==> src/rtl/runlight_step_ctrl.sv <==
// Step controller for the 8-LED run-light: debounces a quadrature encoder and push switch,
// and arbitrates manual detent steps against an auto-run period timer onto one step strobe.
module runlight_step_ctrl #(
  parameter int DEB_CNT     = 50000,
  parameter int AUTO_PERIOD = 12500000,
  parameter int CNT_W       = 24
) (
  input  logic clk,
  input  logic nrst,
  input  logic rot_a,
  input  logic rot_b,
  input  logic rot_btn,
  output logic rotated,
  output logic dir,
  output logic auto_mode
);

  localparam logic [CNT_W-1:0] DEB_MAX   = CNT_W'(DEB_CNT);
  localparam logic [CNT_W-1:0] AUTO_LAST = CNT_W'(AUTO_PERIOD - 1);
  localparam logic [CNT_W-1:0] CNT_ONE   = CNT_W'(1);

  // bit 0 = A, bit 1 = B, bit 2 = push switch
  logic [2:0]            sync1_q, sync1_d;
  logic [2:0]            sync2_q, sync2_d;
  logic [2:0]            stable_q, stable_d;
  logic [2:0]            prev_q, prev_d;
  logic [2:0][CNT_W-1:0] deb_cnt_q, deb_cnt_d;
  logic [CNT_W-1:0]      timer_q, timer_d;
  logic                  rotated_q, rotated_d;
  logic                  dir_q, dir_d;
  logic                  auto_mode_q, auto_mode_d;
  logic                  pend_q, pend_d;
  logic                  pend_dir_q, pend_dir_d;

  logic man_evt_s;
  logic man_dir_s;
  logic btn_evt_s;
  logic auto_evt_s;

  // Synchronizers, debounce and edge history
  always_comb begin
    sync1_d   = {rot_btn, rot_b, rot_a};
    sync2_d   = sync1_q;
    prev_d    = stable_q;
    stable_d  = stable_q;
    deb_cnt_d = deb_cnt_q;
    for (int i = 0; i < 3; i++) begin
      if (sync2_q[i] == stable_q[i]) begin
        deb_cnt_d[i] = '0;
      end else if (deb_cnt_q[i] == DEB_MAX) begin
        deb_cnt_d[i] = '0;
        stable_d[i]  = ~stable_q[i];
      end else begin
        deb_cnt_d[i] = deb_cnt_q[i] + CNT_ONE;
      end
    end
  end

  assign man_evt_s  = stable_q[0] & ~prev_q[0];
  assign man_dir_s  = ~stable_q[1];
  assign btn_evt_s  = stable_q[2] & ~prev_q[2];
  assign auto_evt_s = auto_mode_q & (timer_q == AUTO_LAST);

  // Mode, auto timer and step arbitration
  always_comb begin
    auto_mode_d = auto_mode_q ^ btn_evt_s;
    if (!auto_mode_d || !auto_mode_q || man_evt_s) begin
      timer_d = '0;
    end else if (timer_q == AUTO_LAST) begin
      timer_d = '0;
    end else begin
      timer_d = timer_q + CNT_ONE;
    end

    rotated_d  = 1'b0;
    dir_d      = dir_q;
    pend_d     = pend_q;
    pend_dir_d = pend_dir_q;
    // A manual step arriving right behind a strobe is deferred one cycle to keep a low gap
    if (rotated_q) begin
      if (man_evt_s) begin
        pend_d     = 1'b1;
        pend_dir_d = man_dir_s;
      end else begin
        pend_d     = pend_q;
      end
    end else if (pend_q) begin
      rotated_d = 1'b1;
      dir_d     = pend_dir_q;
      pend_d    = 1'b0;
    end else if (man_evt_s) begin
      rotated_d = 1'b1;
      dir_d     = man_dir_s;
    end else if (auto_evt_s) begin
      rotated_d = 1'b1;
    end else begin
      rotated_d = 1'b0;
    end
  end

  // State registers
  always_ff @(posedge clk or negedge nrst) begin
    if (!nrst) begin
      sync1_q     <= 3'b000;
      sync2_q     <= 3'b000;
      stable_q    <= 3'b000;
      prev_q      <= 3'b000;
      deb_cnt_q   <= '0;
      timer_q     <= '0;
      rotated_q   <= 1'b0;
      dir_q       <= 1'b1;
      auto_mode_q <= 1'b0;
      pend_q      <= 1'b0;
      pend_dir_q  <= 1'b0;
    end else begin
      sync1_q     <= sync1_d;
      sync2_q     <= sync2_d;
      stable_q    <= stable_d;
      prev_q      <= prev_d;
      deb_cnt_q   <= deb_cnt_d;
      timer_q     <= timer_d;
      rotated_q   <= rotated_d;
      dir_q       <= dir_d;
      auto_mode_q <= auto_mode_d;
      pend_q      <= pend_d;
      pend_dir_q  <= pend_dir_d;
    end
  end

  assign rotated   = rotated_q;
  assign dir       = dir_q;
  assign auto_mode = auto_mode_q;

endmodule

==> config.mk <==
export PLATFORM = sky130hd
export DESIGN_NAME = runlight_step_ctrl
export DESIGN_NICKNAME = d
export VERILOG_FILES = /design/src/rtl/runlight_step_ctrl.sv
export SDC_FILE = /design/constraint.sdc
export NUM_CORES = 1
export LEC_CHECK = 0
export ABC_CLOCK_PERIOD_IN_PS = 2700
export CORE_ASPECT_RATIO = 0.5
export CORE_MARGIN = 4
export CORE_UTILIZATION = 35
export CTS_BUF_LIST = sky130_fd_sc_hd__clkbuf_8 sky130_fd_sc_hd__clkbuf_16
export CTS_CLUSTER_SIZE = 24
export DETAILED_ROUTE_END_ITERATION = 8
export PLACE_DENSITY = 0.55
export SLEW_MARGIN = 20
export SYNTH_ARGS = -nofsm -noshare
export SYNTH_HDL_FRONTEND = slang
export SYNTH_SLANG_ARGS = --single-unit
==> constraint.sdc <==
create_clock -name clk -period 2.7 [get_ports clk]
set_input_delay 0.54 -clock clk [delete_from_list [all_inputs] [get_ports clk]]
set_output_delay 0.54 -clock clk [all_outputs]
set_load 0.005 [all_outputs]
# Word-level counts from Yosys, hierarchy flattened
# Index checks and enable logic that the tools add are counted.
totals:
  regBits: 113
  word_cells: 66
  input_bits: 5
  output_inout_bits: 3
classes:
  n_reduce_logical: 10
  n_bitwise: 13
  eq_ne: 8
  add_sub_neg: 4
  mux: 16
op_table:
  columns: ["cell", "count"]
  rows:
  - ["$mux 24", 8]
  - ["$add 24x1->24 const B", 4]
  - ["$eq 24x16->1 const B", 3]
  - ["$eq 24x24->1 const B", 1]
  - ["$reduce_and 2->1", 5]
  - ["$not 1->1", 9]
  - ["$mux 1", 8]
  - ["$and 1x1->1", 3]
  - ["$eq 1x1->1", 3]
  - ["$logic_not 1->1", 2]
  - ["$logic_or 1x1->1", 2]
  - ["$ne 2x1->1 const B", 1]
  - ["$reduce_bool 2->1", 1]
  - ["$xor 1x1->1", 1]

# Longest topological paths before layout
depth:
  depth_word: 7
  ltp_mapped: 7
  depth_no_buf: 6

# Worst setup path after synthesis
# OpenSTA, ideal clock, no wires.
synth_path:
  path_kind: "reg-to-reg"
  start: "register deb_cnt_q[48] (netlist name)"
  end: "register deb_cnt_q[70] (netlist name)"
  t_arrival_ps: 2031
  synth_period_minus_slack_ps: 2104
  n_path_buf: 1
  path_slack_ps: 596
  stages_incl_launch_ff: 7
  cell_sequence: "dfrtp_1 -> ha_1 -> nand4_2 -> or4_1 -> buf_2 -> or4_4 -> a21oi_2"
synth_rtl:
  columns: ["item", "line", "source"]
  rows:
  - ["start, declared", "27", "logic [2:0][CNT_W-1:0] deb_cnt_q, deb_cnt_d;"]
  - ["start signal, assigned", "120", "deb_cnt_q <= deb_cnt_d;"]

==> impl_metrics.csv <==
group,metric,value,unit
grt,grt_pass1_vias,4027,
timing,tightestPinTransition,0.465,ns
synth,ys.flop_type,"dfrtp_1",
timing,rsz0062_at_grt,"false",
layout,nNetsFinal,591,
timing,min_period_over_period,0.848,
timing,max_freq,437,MHz
layout,drive_gt1_frac,0.0600,
timing,setup_violations,0,
setup_path,cp-start-kind,"flop",
setup_path,crit_arrival,2.56,ns
setup_path,cp-end-kind,"flop",
synth,synthAdderAreaFrac,0.0181,
clock_network,insertion_delay,0.34,ns
setup_path,r2r-start,"deb_cnt_q[48]",
synth,synthCells,571,
setup_path,r2r_end,"deb_cnt_q[70]",
synth,synth_mux_area_frac,0.00611,
synth,ys_types,41,
synth,postSynthAreaPerCell,9.69,µm²
pwr,power.density,504,mW/mm²
floorplanning,io_pins,8,
pwr,total_power,0.00310,W
clock_network,htreeDepth,3,
layout,fillers,1537,
timing,hold_violations,0,
setup_path,critical_path_class,"reg2reg",
floorplanning,coreArea,0.0155,mm²
routing,vias,4105,
setup_path,regToRegSetupSlack,0.41,ns
routing,via_per_inst,5.22,
worst_hold_path,hp-class,"in2async",
clock_network,cts_setup_buffers,0,
synth,syn_area,0.00553,mm²
placement,dp_slack,0.424,ns
clock_network,clockBufferDepth,2,
synth,syn_nets,584,
layout,final_cells,787,
routing,dr.pass1.iters,4,
routing,wirelength,10900,µm
synth,yosysSeqAreaShare,0.507,
synth,synth_xor_area_frac,0.0903,
timing,period_minus_slack,2.29,ns
routing,wire_per_inst,13.9,µm
routing,drtAntennaViolNets,0,
floorplanning,die_x,186,µm
timing,max_slew_margin,0.690,
floorplanning,dieArea,0.0180,mm²
synth,yosysWarnings,0,
clock_network,cts-root-buf,"clkbuf_16",
clock_network,cts_sinks,112,
placement,dp_hpwl,7350,µm
clock_network,cts_tree,"built",
layout,area_growth,11.1,%
placement,gp_congestion,0.775,
setup_path,reg2reg_depth,5,
floorplanning,dieHeight,96.9,µm
flow_run,maxCapViolations,0,
floorplanning,initial_core_util,0.358,
clock_network,cts_inserted_buffers,9,
grt,gr-total-overflow,0,
status,status,"complete, no violations",
synth,synth_edf_count,0,
layout,diodes,0,
clock_network,clk_pin_slew,0.07,ns
setup_path,crit_fanout,10,
timing,finalClockSkew,0.00889,ns
routing,drtIter0Drc,224,
setup_path,required,2.97,ns
timing,setup_ws,0.410,ns
grt,grt_first_pass_wirelength,19400,µm
floorplanning,rows,32,
clock_network,ctsHoldBuffers,0,
placement,dpl.cell_count,771,
pwr,leakage,2.40,nW
pwr,vdd_drop_max,289,µV
timing,drv_slew,0,
synth,synth-simple-area-share,0.269,
synth,synth_top_family_by_area,"simple AND/OR/NAND/NOR gates",
synth,async_reset_ff_frac,1.00,
grt,grt_max_degree,58,
grt,grt_usage,0.128,
synth,synth_seq_cells,112,
grt,antenna_found_initial,0,
placement,io_buffers,7,
routing,drcViolationCount,0,
timing,setup_tns,0,ns
clock_network,post_cts_resized,0,
synth,synth_compound_area_frac,0.0783,
[worst max-delay path by stage]
stage	from	to	slack, ns	cells after the start
2_1_floorplan	deb_cnt_q[48]	deb_cnt_q[70]	0.60	6
3_3_place_gp	deb_cnt_q[48]	deb_cnt_q[70]	0.48	5
3_5_place_dp	deb_cnt_q[48]	deb_cnt_q[70]	0.42	5
4_1_cts	deb_cnt_q[48]	deb_cnt_q[70]	0.41	5
5_1_grt	deb_cnt_q[48]	deb_cnt_q[70]	0.30	5
6_report	deb_cnt_q[48]	deb_cnt_q[70]	0.41	5
[area by class of cell]
type	count	area [µm²]	area share
Tap cell	204	255	0.0415
Multi-Input combinational cell	416	2570	0.418
Inverter	23	86.3	0.0141
Clock buffer	11	253	0.0411
Clock inverter	5	32.5	0.00529
Timing Repair Buffer	16	148	0.0240
Sequential cell	112	2800	0.456
[cell usage after synthesis (14+ instances only)]
cell type	number	area [µm²]
o21ai_0	27	135
xor2_1	22	193
nor3_1	14	70.1
inv_1	23	86.3
nand4_1	29	181
a21oi_1	34	170
nand2_1	28	105
dfrtp_1	111	2780
clkbuf_1	16	60.1
nand3_1	33	165
nor2_1	73	274
or3_1	22	138
xnor2_1	35	307
[critical path, stage by stage, from the launching register on]
cell,delay (ns)
dfrtp_1,0.41
ha_1,0.25
nand4_2,0.17
or4_1,0.69
or4_4,0.57
a21oi_2,0.13
[report_power, final]
| group | switching [W] | internal (W) |
|---|---|---|
| combinational | 0.0000734 | 0.0000356 |
| sequential | 0.0000172 | 0.00169 |
| clock | 0.000608 | 0.000674 |
[cells in the final DEF, fill, tap and decap left out, types with 6 or more instances in the layout]
| cell | synthesis | final |
|---|---|---|
| nor3_1 | 14 | 14 |
| o21ai_0 | 27 | 27 |
| o31ai_1 | 10 | 10 |
| xor2_1 | 22 | 22 |
| dfrtp_1 | 111 | 111 |
| clkbuf_16 | 0 | 9 |
| inv_1 | 23 | 24 |
| clkdlybuf4s50_1 | 0 | 6 |
| or3_1 | 22 | 22 |
| and4_1 | 13 | 13 |
| nand3_1 | 33 | 33 |
| nand2_1 | 28 | 28 |
| buf_4 | 0 | 9 |
| and3_1 | 12 | 12 |
| ha_1 | 8 | 8 |
| nor4_1 | 13 | 13 |
| nor2_1 | 73 | 73 |
| a21oi_1 | 34 | 34 |
| or4_1 | 13 | 13 |
| nand4_1 | 29 | 29 |
| xnor2_1 | 35 | 35 |
[cells by family (layout without fill, tap and decap cells)]
family                     Yosys count  in the layout
and+or+nand+nor                    271            271
DFF                                112            112
AOI/OAI and AO/OA                   77             77
xor gates and xnor gates            57             57
buffers and inverters               43             55
adders and majority gates            8              8
muxes                                3              3
[sequential cells by signal, summed over array words and instances (netlist names)]
signal      cells
prev_q          2
sync2_q         3
timer_q        24
dir             1
pend_dir_q      1
auto_mode       1
prev_d          3
sync1_q         3
rotated         1
deb_cnt_q      72
pend_q          1
[metrics by stage]
stage	cell area, µm²	util	hold slack, ns
2_1_floorplan	5530	-	0.244
3_3_place_gp	5860	0.379	0.332
3_5_place_dp	5860	0.379	0.336
4_1_cts	6140	0.398	0.156
5_1_grt	6140	0.398	0.169
6_report	6140	0.398	0.147
[routing by layer]
layer | up-vias | track usage | part of all wire
met5 | - | 0 | 0
met4 | 0 | 0.0319 | 0.0052
met3 | 4 | 0.0316 | 0.025
met2 | 38 | 0.199 | 0.46
met1 | 1997 | 0.181 | 0.51
li1 | 2066 | - | -
Note: power is estimated with default switching activity, not from simulation.
